===== src/rtl/player_button_conditioner_pkg.sv =====
// Shared types for the player button input stage: FSM states, colour codes
// and the one-hot to colour-code helper.
package player_button_conditioner_pkg;

    typedef enum logic [1:0] {
        IDLE,
        DB_PRESS,
        HELD,
        DB_REL
    } btn_state_e;

    typedef enum logic [1:0] {
        RED    = 2'd0,
        GREEN  = 2'd1,
        BLUE   = 2'd2,
        YELLOW = 2'd3
    } color_e;

    // Bit index of a one-hot button vector; non-one-hot inputs map to RED.
    function automatic color_e onehot_to_color(input logic [3:0] onehot);
        color_e c;
        case (onehot)
            4'b0010: c = GREEN;
            4'b0100: c = BLUE;
            4'b1000: c = YELLOW;
            default: c = RED;
        endcase
        return c;
    endfunction

endpackage


===== src/rtl/player_button_conditioner_sync_2ff.sv =====
// Parameterised-width two-flop synchroniser with synchronous active-low reset.
module sync_2ff #(
    parameter int WIDTH = 1
) (
    input  logic             clk,
    input  logic             rst_n,
    input  logic [WIDTH-1:0] d,
    output logic [WIDTH-1:0] q
);

    logic [WIDTH-1:0] meta;

    // Two-stage capture of the asynchronous input.
    always_ff @(posedge clk) begin
        if (!rst_n) begin
            meta <= '0;
            q    <= '0;
        end else begin
            meta <= d;
            q    <= meta;
        end
    end

endmodule


===== src/rtl/player_button_conditioner.sv =====
// Synchronises, debounces and one-hot-validates the four colour buttons and
// emits one press_valid strobe with the colour code per accepted press.
// Optional stuck-button detection is enabled with `define STUCK_DETECT_EN.
module player_button_conditioner
    import player_button_conditioner_pkg::*;
#(
    parameter int COLOR_CODEFY_W  = 2,
    parameter int DEBOUNCE_CYCLES = 50000,
    parameter int STUCK_CYCLES    = 5000000
) (
    input  logic                          clk,
    input  logic                          rst_n,
    input  logic [2**COLOR_CODEFY_W-1:0]  raw_buttons,
    input  logic                          accept_en,
    output logic [COLOR_CODEFY_W-1:0]     player_code,
    output logic                          press_valid,
    output logic                          btn_held,
    output logic                          stuck_err
);

    localparam int NUM_BTN = 2**COLOR_CODEFY_W;
    localparam int CNT_W   = $clog2(DEBOUNCE_CYCLES);
    localparam logic [CNT_W-1:0] CNT_MAX = CNT_W'(DEBOUNCE_CYCLES - 1);

    logic [NUM_BTN-1:0] s;
    logic [NUM_BTN-1:0] cand;
    logic [CNT_W-1:0]   cnt;
    btn_state_e         state;

    sync_2ff #(
        .WIDTH(NUM_BTN)
    ) u_sync (
        .clk   (clk),
        .rst_n (rst_n),
        .d     (raw_buttons),
        .q     (s)
    );

    // Debounce FSM: press must be stable for DEBOUNCE_CYCLES, release likewise.
    always_ff @(posedge clk) begin
        if (!rst_n) begin
            state       <= IDLE;
            cnt         <= '0;
            cand        <= '0;
            player_code <= '0;
            press_valid <= 1'b0;
            btn_held    <= 1'b0;
        end else begin
            press_valid <= 1'b0;
            case (state)
                IDLE: begin
                    if ($onehot(s)) begin
                        cand  <= s;
                        cnt   <= '0;
                        state <= DB_PRESS;
                    end
                end
                DB_PRESS: begin
                    if (s != cand) begin
                        state <= IDLE;
                    end else if (cnt == CNT_MAX) begin
                        state       <= HELD;
                        player_code <= COLOR_CODEFY_W'(onehot_to_color(cand));
                        press_valid <= accept_en;
                        btn_held    <= 1'b1;
                    end else begin
                        cnt <= cnt + 1'b1;
                    end
                end
                HELD: begin
                    if (s == '0) begin
                        cnt   <= '0;
                        state <= DB_REL;
                    end
                end
                DB_REL: begin
                    if (s != '0) begin
                        state <= HELD;
                    end else if (cnt == CNT_MAX) begin
                        state    <= IDLE;
                        btn_held <= 1'b0;
                    end else begin
                        cnt <= cnt + 1'b1;
                    end
                end
                default: state <= IDLE;
            endcase
        end
    end

`ifdef STUCK_DETECT_EN
    localparam int HOLD_W = $clog2(STUCK_CYCLES);
    localparam logic [HOLD_W-1:0] HOLD_MAX = HOLD_W'(STUCK_CYCLES - 1);

    logic [HOLD_W-1:0] hold_cnt;

    // Hold timer: cleared on HELD entry, kept across release bounces, flag sticky until IDLE.
    always_ff @(posedge clk) begin
        if (!rst_n) begin
            hold_cnt  <= '0;
            stuck_err <= 1'b0;
        end else begin
            case (state)
                DB_PRESS: begin
                    if (s == cand && cnt == CNT_MAX) hold_cnt <= '0;
                end
                HELD: begin
                    if (hold_cnt == HOLD_MAX) stuck_err <= 1'b1;
                    else                      hold_cnt  <= hold_cnt + 1'b1;
                end
                DB_REL: begin
                    if (s == '0 && cnt == CNT_MAX) stuck_err <= 1'b0;
                end
                default: ;
            endcase
        end
    end
`else
    localparam int unused_stuck_cycles = STUCK_CYCLES;
    assign stuck_err = 1'b0;
`endif

endmodule


===== config.mk =====
export PLATFORM = sky130hd
export DESIGN_NAME = player_button_conditioner
export DESIGN_NICKNAME = d
export VERILOG_FILES = /design/src/rtl/player_button_conditioner_pkg.sv /design/src/rtl/player_button_conditioner_sync_2ff.sv /design/src/rtl/player_button_conditioner.sv
export SDC_FILE = /design/constraint.sdc
export NUM_CORES = 1
export LEC_CHECK = 0
export BUFFER_PORTS_ARGS = -buffer_cell sky130_fd_sc_hd__buf_2
export CAP_MARGIN = 0
export CORE_MARGIN = 1
export CORE_UTILIZATION = 40
export DETAILED_ROUTE_END_ITERATION = 6
export HOLD_SLACK_MARGIN = 0.1
export PLACE_DENSITY_LB_ADDON = 0.1
export SYNTH_ARGS = -nofsm -noshare
export SYNTH_HDL_FRONTEND = slang
export SYNTH_HIERARCHICAL = 1
export SYNTH_SLANG_ARGS = --single-unit

===== constraint.sdc =====
create_clock -name clk -period 3.8 [get_ports clk]
set_input_delay 0.57 -clock clk [delete_from_list [all_inputs] [get_ports clk]]
set_output_delay 0.57 -clock clk [all_outputs]
set_load 0.05 [all_outputs]

==> Yosys cells after proc, flatten, opt, wreduce, memory -nomap -nowiden <==
Index checks and enable logic that the tools add are counted.
{ "word_totals": {"ff_bits": 34, "in_bits": 7, "out_inout_bits": 5, "wordCells": 62} }
{ "op_classes": {"n_addsub": 4, "eq_ne": 17, "n_mux": 19, "n_bitwise": 4, "n_reduce_logical": 10} }
{ "ops": {"columns": ["op", "n"], "rows": [
  ["$mux W16", 5],
  ["$pmux W16 S4", 1],
  ["$add A16 B1 Y16 const B", 1],
  ["$eq A16 B16 Y1 const B", 1],
  ["$mux W2", 6],
  ["$ne A2 B2 Y1 const B", 6],
  ["$pmux W2 S4", 1],
  ["$reduce_and A4 Y1", 2],
  ["$ne A3 B3 Y1 const B", 2],
  ["$pmux W2 S3", 1],
  ["$reduce_and A5 Y1", 1],
  ["$add A1 B1 Y2", 2],
  ["$eq A2 B2 Y1 const B", 2],
  ["$eq A4 B2 Y1 const B", 1],
  ["$eq A4 B3 Y1 const B", 1],
  ["$eq A4 B4 Y1 const B", 1],
  ["$logic_not A4 Y1", 1],
  ["$mux W1", 4],
  ["$ne A4 B4 Y1", 1],
  ["$not A1 Y1", 4],
  ["$reduce_bool A4 Y1", 1],
  ["$reduce_or A4 Y1", 1],
  ["$add A2 B2 Y3", 1],
  ["$eq A3 B1 Y1 const B", 1],
  ["other kinds (6)", 6]
]} }

==> Longest topological paths before layout <==
Gate-level depths: netlist of run 1.
{ "logic_depth": {"depth_word": 5, "ltp_mapped": 11, "depth_no_buf": 10} }

==> By module <==
The synthesis of run 1 kept the hierarchy.
{ "by_module_without_submodules": {"columns": ["module", "instances", "cells_per_inst", "area_per_inst_um2", "seq_area_each_um2"], "rows": [
  ["player_button_conditioner", 1, 183, 1541.5, 520.5],
  ["sync_2ff", 1, 16, 210.2, 160.2]
]} }

==> Worst setup path before layout of run 1 <==
Ideal clock, no wire load.
{ "synth_path": {"path_kind": "reg-to-reg", "from": "register u_sync.q[0]", "to": "register cnt[8]", "setup_time_ps": 120, "arrival_time_ps": 2625, "t_required_ps": 3680, "slack_ps": 1056, "stages_incl_launch_ff": 12, "n_path_buf": 1, "period_less_slack_ps": 2744, "cell_sequence": "dfxtp_1 -> inv_1 -> fa_1 -> inv_1 -> ha_1 -> ha_1 -> or4b_1 -> a21oi_1 -> nand2b_1 -> buf_2 -> or4_1 -> nand2_1"} }
{ "synth_between": {"elab_chain_cells": 5, "word_cells_on_any_way": 11, "cone_classes": "2 x add/sub; 6 x eq/ne; 3 x reduce/logical"} }
{ "synth_rtl": {"columns": ["item", "line_no", "source"], "rows": [
  ["from (decl)", "player_button_conditioner_sync_2ff.sv:8", "output logic [WIDTH-1:0] q"],
  ["from (signal assigned)", "player_button_conditioner_sync_2ff.sv:20", "q <= meta;"],
  ["$add A1 B1 Y2 (not written as such)", "player_button_conditioner.sv:52", "if ($onehot(s)) begin"],
  ["$add A2 B2 Y3 (not written as such)", "player_button_conditioner.sv:52", null],
  ["$eq A3 B1 Y1", "player_button_conditioner.sv:52", null],
  ["$ne A2 B2 Y1 (no line)", null, null],
  ["$reduce_and A4 Y1 (no line) *", null, null],
  ["to (signal assigned)", "player_button_conditioner.sv:67", "cnt <= cnt + 1'b1;"],
  ["to (signal assigned)", "player_button_conditioner.sv:83", "cnt <= cnt + 1'b1;"],
  ["to (decl)", "player_button_conditioner.sv:27", "logic [CNT_W-1:0] cnt;"]
]} }
Every way passes the cells marked *; elsewhere a longest branch is shown, timed or not.
A chain may end at the register's enable or synchronous reset.

==> Worst setup path in the final report of run 1 <==
Ends and elaborated chain as after synthesis.

==> results of run 1 <==
-- synth_stat cells, types with 2 or more instances --
cell	number	area, um2
o31ai_1	5	37.5
and3_1	4	25.0
buf_2	4	20.0
a21boi_1	3	22.5
dfxtp_1	34	681
or4b_1	2	20.0
o22ai_1	2	12.5
a21oi_1	13	65.1
buf_4	2	15.0
nand2b_1	2	12.5
nand4_1	5	31.3
nand3_1	8	40.0
or3_1	5	31.3
o21ai_0	5	25.0
nand3b_1	3	22.5
nand2_1	22	82.6
a31oi_1	2	12.5
o21ai_1	6	30.0
or4_1	6	45.0
ha_1	4	50.1
and4_1	2	17.5
and2_1	8	50.1
inv_1	8	30.0
a21boi_0	5	37.5
nor2_1	5	18.8
nor3_1	2	10.0
xor2_1	4	35.0
clkbuf_1	3	11.3
xnor2_1	2	17.5
o211ai_1	4	30.0
-- final cells by class --
class	count	area, um2
fill	406	2200
multi-input combinational	147	983
clock inverter	1	30.0
clock buffer	6	82.6
sequential	34	681
tap	50	62.6
timing repair buffer	10	50.0
inverter	8	30.0
-- logic make-up (layout without fill, tap and decap cells) --
| family | after synthesis | count (layout) | synth area share, % |
|---|---|---|---|
| flip-flops | 34 | 34 | 38.9 |
| adder cells (fa/ha/maj) | 5 | 5 | 4.00 |
| AO/OA/AOI/OAI | 50 | 50 | 18.2 |
| XOR/XNOR | 6 | 6 | 3.00 |
| AND/OR/NAND/NOR | 85 | 85 | 30.7 |
| other | 1 | 1 | 0.214 |
| buffers and inverters | 18 | 25 | 5.00 |
-- metal layers --
metal | up-vias | share of wire, %
met3 | 4 | 4.8
met2 | 39 | 44
met4 | 0 | 0.94
met5 | - | 0
met1 | 686 | 50
li1 | 737 | -
-- worst paths after layout --
path | start | endpoint | slack [ns]
setup / recovery | u_sync/q[0] | cnt[8] | 0.77
hold / removal | u_sync/meta[2] | u_sync/q[2] | 0.43
setup reg to reg | u_sync/q[0] | cnt[8] | 0.77
hold reg to reg | u_sync/meta[2] | u_sync/q[2] | 0.43
-- power by group through the flow --
stage / Sequential [mW] / Clock [mW] / Combinational, mW
after floorplan: 0.377 / 0 / 0.0619
after global placement: 0.382 / 0 / 0.0700
after detailed placement: 0.383 / 0 / 0.0712
after CTS: 0.374 / 0.344 / 0.0718
after global routing: 0.376 / 0.360 / 0.0794
final: 0.374 / 0.335 / 0.0710
-- flip-flops by register name, indices dropped and copies added (netlist names) --
register	count
cand	4
u_sync/q	4
press_valid	1
u_sync/meta	4
state	2
btn_held	1
cnt	16
player_code	2
==> results_dict.tcl, run 1 <==
set metrics [dict create \
    layout_common_cells "dfxtp_1 (34), nand2_1 (22), a21oi_1 (13)" \
    post_drt_wl_per_cell_um 14.1 \
    grt_setup_unrepaired "no" \
    antenna_found_initial 0 \
    finalCritPeriodShare_pct 79.7 \
    ys_ff_latch 34 \
    cp_slowest_stage_delay_ns 0.60 \
    slew_headroom_pct 38.1 \
    arrival_ns 3.20 \
    ys.flop_type "dfxtp_1" \
    diodes 0 \
    cts_buffer_depth 2 \
    dpl_cell_area_um2 1810 \
    die_area_um2 4650 \
    dpl.cell_count 249 \
    yosysWarnings 6 \
    peakVddDrop_mv 0.188 \
    met1_usage_pct 24.1 \
    syn_inst 199 \
    path_class "flop to flop" \
    syn_area_per_cell_um2 8.80 \
    clkLatencyLatePin_ns 0.28 \
    drtIter0Drc 55 \
    rows 23 \
    routed-via-count 1466 \
    clock_sinks 34 \
    overflow 0 \
    io_pins 12 \
    gr-max-usage-layer "met2" \
    path_cells "inv_1, fa_1, inv_1, ha_1, ha_1, or4b_1, a21oi_1, nand2b_1, or4_1, nand2_1" \
    cts_hold_buf 0 \
    grt_max_degree 27 \
    clkPwrFrac_pct 42.9 \
    worst-path-buf-inv 2 \
    die-width_um 68.2 \
    hold_viol_final 0 \
    cts_tree "done" \
    slew_violations 0 \
    pre_cts_slack_ns 0.743 \
    gp_congestion 0.895 \
    core_area_um2 4120 \
    clk_pin_slew_ns 0.07 \
    p_leak_nw 0.681 \
    drt_pre_antenna_iters 4 \
    tightest_slew_ns 0.928 \
    cts_resized 0 \
    grt_use_total_pct 18.3 \
    fin_util_pct 46.6 \
    cts.htree.levels 2 \
    portBuffers 10 \
    grt_pass1_wl_um 6270 \
    setup_viol 0 \
    period_minus_slack_ns 3.03 \
    seqPwrFrac_pct 48.0 \
    fin_area_um2 1920 \
    cts_root_buffer "clkbuf_8" \
    cp-end-kind "flop" \
    post_cts_buffers 0 \
    place_hpwl_um 2520 \
    tns_ns 0 \
    required_ns 3.97 \
    power.density_nw_per_um2 407 \
    cts_buffers 5 \
    slowest_stage "or4b_1" \
    final_common_cell "dfxtp_1" \
    pwr-share-comb_pct 9.1 \
    finalPower_uw 781 \
    syn_nets 211 \
    max_freq_mhz 330 \
    drv_cap 0 \
    skew_ns 0.00686 \
    async_reset_ff_share_pct 0 \
    drc 0 \
    synth_edf_count 0 \
    routed_wl_um 3600 \
    worstPathMaxFanout 9 \
    switching_share_pct 23.5 \
    seq_area_frac_synth_pct 38.9 \
    startpoint_type "flop" \
    die_height_um 68.2 \
    p_sw_uw 184 \
    intPower_uw 597 \
    path_delay_family "simple AND/OR/NAND/NOR gates" \
    cp.depth 10 \
    start_util_pct 42.6 \
    rr_worst_depth 10 \
    holdWs_ns 0.428 \
    synth_cell_types 49 \
    hold_class "flop to flop" \
    use_met2_pct 28.8 \
    grtUsageMet3_pct 5.00 \
    syn2layout_area_growth_pct 9.57 \
    drive_gt1_share_pct 11.2 \
    netlist_area_um2 1750 \
    worst_slack_ns 0.770 \
    status "finished clean" \
    viasPerCell 5.73 \
    antenna_left 0 \
    fin_cells 256 \
    nNetsFinal 218 \
    grt_pass1_vias 1367 \
    hold_depth 1 \
]
No activity file was read; power rests on OpenSTA's default activity.
==> run 2: changes to the inputs <==
--- a/config.mk
+++ b/config.mk
@@ -5,6 +5,7 @@
 export SDC_FILE = /design/constraint.sdc
 export NUM_CORES = 1
 export LEC_CHECK = 0
+export ABC_AREA = 1
 export BUFFER_PORTS_ARGS = -buffer_cell sky130_fd_sc_hd__buf_2
 export CAP_MARGIN = 0
 export CORE_MARGIN = 1
==> constraint.sdc (replaced) <==
create_clock -name clk -period 2.8 [get_ports clk]
set_input_delay 0.42 -clock clk [delete_from_list [all_inputs] [get_ports clk]]
set_output_delay 0.42 -clock clk [all_outputs]
set_load 0.05 [all_outputs]
==> results_dict.tcl, run 2 <==
set metrics [dict create \
    status "finished clean" \
    core_area_um2 4500 \
    required_ns 3.00 \
    cp-end-kind "flop" \
    antenna_left 0 \
    async_reset_ff_share_pct 0 \
    setup_viol 0 \
    tightest_slew_ns 0.535 \
    start_util_pct 42.8 \
    die-width_um 71.5 \
    diodes 0 \
    post_drt_wl_per_cell_um 11.3 \
    drv_cap 0 \
    startpoint_type "flop" \
    grt_setup_unrepaired "no" \
    largest_reg_flops 16 \
    routed-via-count 1732 \
    syn2layout_area_growth_pct 10.6 \
    yosysTopAreaCell "dfxtp_1" \
    cts_buffers 5 \
    fin_cells 357 \
    grt_max_degree 20 \
    drive_gt1_share_pct 10.5 \
    seq_area_frac_synth_pct 35.3 \
    viasPerCell 4.85 \
    yosysWarnings 6 \
    worstPathMaxFanout 17 \
    cts_buffer_depth 2 \
    hold_depth 3 \
    synth.most_common_cell "nand2_1" \
    place_hpwl_um 2810 \
    overflow 0 \
    max_freq_mhz 393 \
    period_minus_slack_ns 2.55 \
    cts_root_buffer "clkbuf_8" \
    drc 0 \
    syn_area_per_cell_um2 6.54 \
    peakVddDrop_mv 0.509 \
    clock_sinks 34 \
    hold_viol_final 0 \
    drtIter0Drc 116 \
    layout_common_cells "nand2_1 (83), nor2_1 (46), dfxtp_1 (34)" \
    io_pins 12 \
    dpl.cell_count 349 \
    netlist_area_um2 1930 \
    drt_pre_antenna_iters 4 \
    rows 24 \
    nNetsFinal 316 \
    post_cts_buffers 0 \
    final_common_cell "nand2_1" \
    p_leak_nw 0.900 \
    antenna_found_initial 0 \
    routed_wl_um 4040 \
    syn_inst 295 \
    tns_ns 0 \
    path_class "flop to flop" \
    slew_headroom_pct 64.3 \
    clk_pin_slew_ns 0.07 \
    fin_util_pct 47.4 \
    synth_edf_count 0 \
    slew_violations 0 \
    skew_ns 0.00627 \
    gp_congestion 0.790 \
    cts_tree "done" \
    finalCritPeriodShare_pct 90.9 \
    cts_resized 0 \
    clkLatencyLatePin_ns 0.28 \
    grt_pass1_vias 1548 \
    syn_nets 307 \
    portBuffers 10 \
    rr_worst_depth 13 \
    ys.flop_type "dfxtp_1" \
    netlist.area_leader.share_pct 35.3 \
    synth.area.top_cells "dfxtp_1 (35%), nand2_1 (16%), nor2_1 (8.9%)" \
    die_area_um2 5110 \
    power.density_nw_per_um2 734 \
    arrival_ns 2.75 \
    grt_pass1_wl_um 7220 \
    synth_cell_types 31 \
    cts.htree.levels 2 \
    ys_ff_latch 34 \
    die_height_um 71.5 \
    regMostFlops "cnt" \
    grt_use_total_pct 17.9 \
    cts_hold_buf 0 \
    synth_commonest_cells "nand2_1 (83), nor2_1 (46), dfxtp_1 (34), inv_1 (28), a21oi_1 (22)" \
    finalPower_mw 1.57 \
    hold_class "input pin to flop" \
    holdWs_ns 0.314 \
]
## run 2: cell count changes in the layout (fill, tap and decap cells not counted), sizes merged, moves of 6 or more
cell | previous run | this run
a21boi | 8 | 0
a21oi | 13 | 22
and2 | 8 | 0
inv | 8 | 32
nand2 | 22 | 86
nor2 | 6 | 48
o21ai | 11 | 21
or4 | 6 | 0
## run 2: per-layer routing
metal | share of wire [%] | up-vias | GRT usage, % | wire length, um
li1 | - | 956 | - | -
met1 | 54 | 737 | 26.6 | 2180
met2 | 40 | 34 | 25.8 | 1630
met3 | 4.7 | 5 | 4.22 | 188
met4 | 1.0 | 0 | 5.23 | 42
met5 | 0 | - | 0 | 0
## run 2: critical path, cell delays in order, from the launching register on
cell      delay [ns]
dfxtp_1         0.34
inv_1           0.10
fa_1            0.54
inv_1           0.04
ha_1            0.17
ha_1            0.25
nand3b_1        0.18
nand2_1         0.09
nand2_2         0.05
clkinv_2        0.07
nand2_4         0.14
nor2_8          0.26
nand2_1         0.09
a21oi_1         0.15
## run 2: kinds of logic after synthesis
logic type | share of synthesized area [%]
and+or+nand+nor | 36.3
AOI/OAI and AO/OA | 13.9
buffers and inverters | 9.40
DFF | 35.3
adders and majority gates | 3.63
xor gates and xnor gates | 1.36
other | 0.194
## run 2: layout make-up
cell class / count / area [um2]
clock inverter: 3 / 68.8
tap: 52 / 65.1
timing repair buffer: 11 / 57.6
multi-input combinational: 219 / 1070
clock buffer: 5 / 68.8
fill: 481 / 2370
sequential: 34 / 681
inverter: 33 / 125
## run 2: worst paths after layout
| check | from | endpoint | slack (ns) |
|---|---|---|---|
| hold / removal | raw_buttons[2] | u_sync/meta[2] | 0.31 |
| hold reg to reg | u_sync/meta[2] | u_sync/q[2] | 0.41 |
| setup reg to reg | u_sync/q[0] | cnt[14] | 0.25 |
| setup / recovery | u_sync/q[0] | cnt[14] | 0.25 |
## run 2: through the flow
| stage | instance area, um2 | setup slack, ns |
|---|---|---|
| floorplan | 1930 | 0.491 |
| CTS | 2130 | 0.200 |
| global route | 2130 | 0.0220 |
| finish | 2130 | 0.254 |
| detailed placement | 2000 | 0.214 |
| global placement | 2000 | 0.307 |
## run 2: power breakdown
group          switching, mW  internal (mW)  total (mW)
clock                  0.184          0.357       0.541
combinational          0.317          0.133       0.450
sequential            0.0495          0.526       0.576
total                  0.551           1.02        1.57
==> run 3: changes to the inputs <==
--- a/config.mk
+++ b/config.mk
@@ -15,5 +15,4 @@
 export PLACE_DENSITY_LB_ADDON = 0.1
 export SYNTH_ARGS = -nofsm -noshare
 export SYNTH_HDL_FRONTEND = slang
-export SYNTH_HIERARCHICAL = 1
 export SYNTH_SLANG_ARGS = --single-unit
==> results_dict.tcl, run 3 <==
set metrics [dict create \
    cts_tree "done" \
    synth_commonest_cells "nand2_1 (84), nor2_1 (49), dfxtp_1 (34), inv_1 (31), o21ai_0 (17)" \
    worst_slack_ns 0.213 \
    routed-via-count 1804 \
    min_from "raw_buttons[1]" \
    die_height_um 72.5 \
    slowest_stage "fa_1" \
    syn2layout_area_growth_pct 9.70 \
    path_cells "inv_1, fa_1, inv_1, ha_1, ha_1, nand3b_1, nand2_1, nand2_1, inv_2, nand2_4, nor2_8, nand2_1, a21oi_2" \
    clk_pin_slew_ns 0.08 \
    ys.flop_type "dfxtp_1" \
    antenna_left 0 \
    synth.area.top_cells "dfxtp_1 (34%), nand2_1 (16%), nor2_1 (9.3%)" \
    largest_reg_flops 16 \
    status "finished clean" \
    async_reset_ff_share_pct 0 \
    slew_headroom_pct 62.3 \
    hold_class "input pin to flop" \
    clkLatencyLatePin_ns 0.29 \
    skew_ns 0.00480 \
    hold_viol_final 0 \
    netlist_area_um2 1990 \
    clock_sinks 34 \
    startpoint_type "flop" \
    cp-startpoint "u_sync.q[0]" \
    post_cts_buffers 0 \
    worstPathMaxFanout 19 \
    seq_area_frac_synth_pct 34.3 \
    path_class "flop to flop" \
    grt_use_total_pct 18.9 \
    period_minus_slack_ns 2.59 \
    synth_cell_types 32 \
    p_leak_nw 0.906 \
    diodes 0 \
    synth.most_common_cell "nand2_1" \
    power.density_nw_per_um2 691 \
    antenna_found_initial 0 \
    routed_wl_um 4220 \
    grt_pass1_wl_um 7510 \
    cts_hold_buf 0 \
    rows 25 \
    r2r_start "u_sync.q[0]" \
    worst-path-buf-inv 3 \
    pre_cts_slack_ns 0.200 \
    arrival_ns 2.81 \
    post_drt_wl_per_cell_um 11.1 \
    syn_area_per_cell_um2 6.54 \
    grt_setup_unrepaired "no" \
    cp_slowest_stage_delay_ns 0.54 \
    gp_congestion 0.840 \
    viasPerCell 4.73 \
    grt_pass1_vias 1605 \
    core_area_um2 4750 \
    required_ns 3.03 \
    max_freq_mhz 387 \
    final_common_cell "nand2_1" \
    nNetsFinal 325 \
    drtIter0Drc 53 \
    grt_max_degree 21 \
    die-width_um 72.5 \
    regMostFlops "cnt" \
    ys_ff_latch 34 \
    drc 0 \
    synth_edf_count 0 \
    portBuffers 10 \
    die_area_um2 5250 \
    drt_pre_antenna_iters 4 \
    tightest_slew_ns 0.564 \
    drv_cap 0 \
    cts.htree.levels 2 \
    cp-end-kind "flop" \
    yosysTopAreaCell "dfxtp_1" \
    cts_buffers 5 \
    cts_buffer_depth 2 \
    crit_top_cell "nand2_1" \
    overflow 0 \
    layout_common_cells "nand2_1 (84), nor2_1 (49), dfxtp_1 (34)" \
    cts_root_buffer "clkbuf_8" \
    drive_gt1_share_pct 13.7 \
    slew_violations 0 \
    place_hpwl_um 2980 \
    peakVddDrop_mv 0.295 \
    setup_viol 0 \
    cts_resized 0 \
    syn_nets 316 \
    tns_ns 0 \
    netlist.area_leader.share_pct 34.3 \
    yosysWarnings 0 \
    start_util_pct 41.8 \
    io_pins 12 \
    finalCritPeriodShare_pct 92.4 \
    syn_inst 304 \
    path_delay_family "adder cells" \
]
==> run 3: changes by cell type after synthesis, sizes merged, moves of 2 or more <==
cell and delta:
nor2 +5, a21o -2, a21oi -2, o211ai -2, inv +5, nand2 +6
==> run 3: layout make-up <==
type                            count  area [um2]
Clock buffer                        5        68.8
Clock inverter                      3        45.0
Fill cell                         527        2570
Inverter                           37         139
Multi-Input combinational cell    225        1110
Sequential cell                    34         681
Tap cell                           67        83.8
Timing Repair Buffer               10        50.0
==> run 3: final timing paths <==
check                           cells past startpoint             end  slack (ns)
worst max-delay path                               13          cnt[9]        0.21
worst min register to register                      2     u_sync.q[3]        0.41
worst max register to register                     13          cnt[9]        0.21
worst min-delay path                                3  u_sync.meta[1]        0.30
==> run 3: worst min-delay path: cells and delay by family <==
family | cells | cell delay (ns)
buffers and inverters | 2 | 0.11
and+or+nand+nor | 1 | 0.04
==> run 3: report_power, final <==
group / total, mW / internal (mW) / switching, mW
combinational: 0.462 / 0.128 / 0.334
sequential: 0.575 / 0.525 / 0.0501
clock: 0.469 / 0.265 / 0.204
==> run 3: logic make-up after synthesis <==
| family | after synthesis | synth area share (%) |
|---|---|---|
| AND/OR/NAND/NOR | 172 | 38.6 |
| other | 1 | 0.189 |
| flip-flops | 34 | 34.3 |
| buffers and inverters | 45 | 9.76 |
| XOR/XNOR | 3 | 1.32 |
| adder cells (fa/ha/maj) | 5 | 3.53 |
| AO/OA/AOI/OAI | 44 | 12.3 |
==> run 3: through the flow <==
step                hold WS (ns)  instance area [um2]  utilization (%)  power [mW]  instances
finish                     0.305                 2180             45.8        1.51        381
global route               0.300                 2180             45.8        1.61        381
CTS                        0.294                 2180             45.8        1.52        381
detailed placement         0.398                 2070             43.4        1.05        373
global placement           0.394                 2070             43.4        1.05        373
floorplan                  0.390                 1990                -       0.995        304
==> run 3: metal layers <==
layer	part of all wire, %	up-vias	track usage [%]
met5	0	-	0
met4	1.7	0	7.84
met3	3.9	8	3.75
met2	41	36	27.4
met1	54	790	27.1
li1	-	970	-
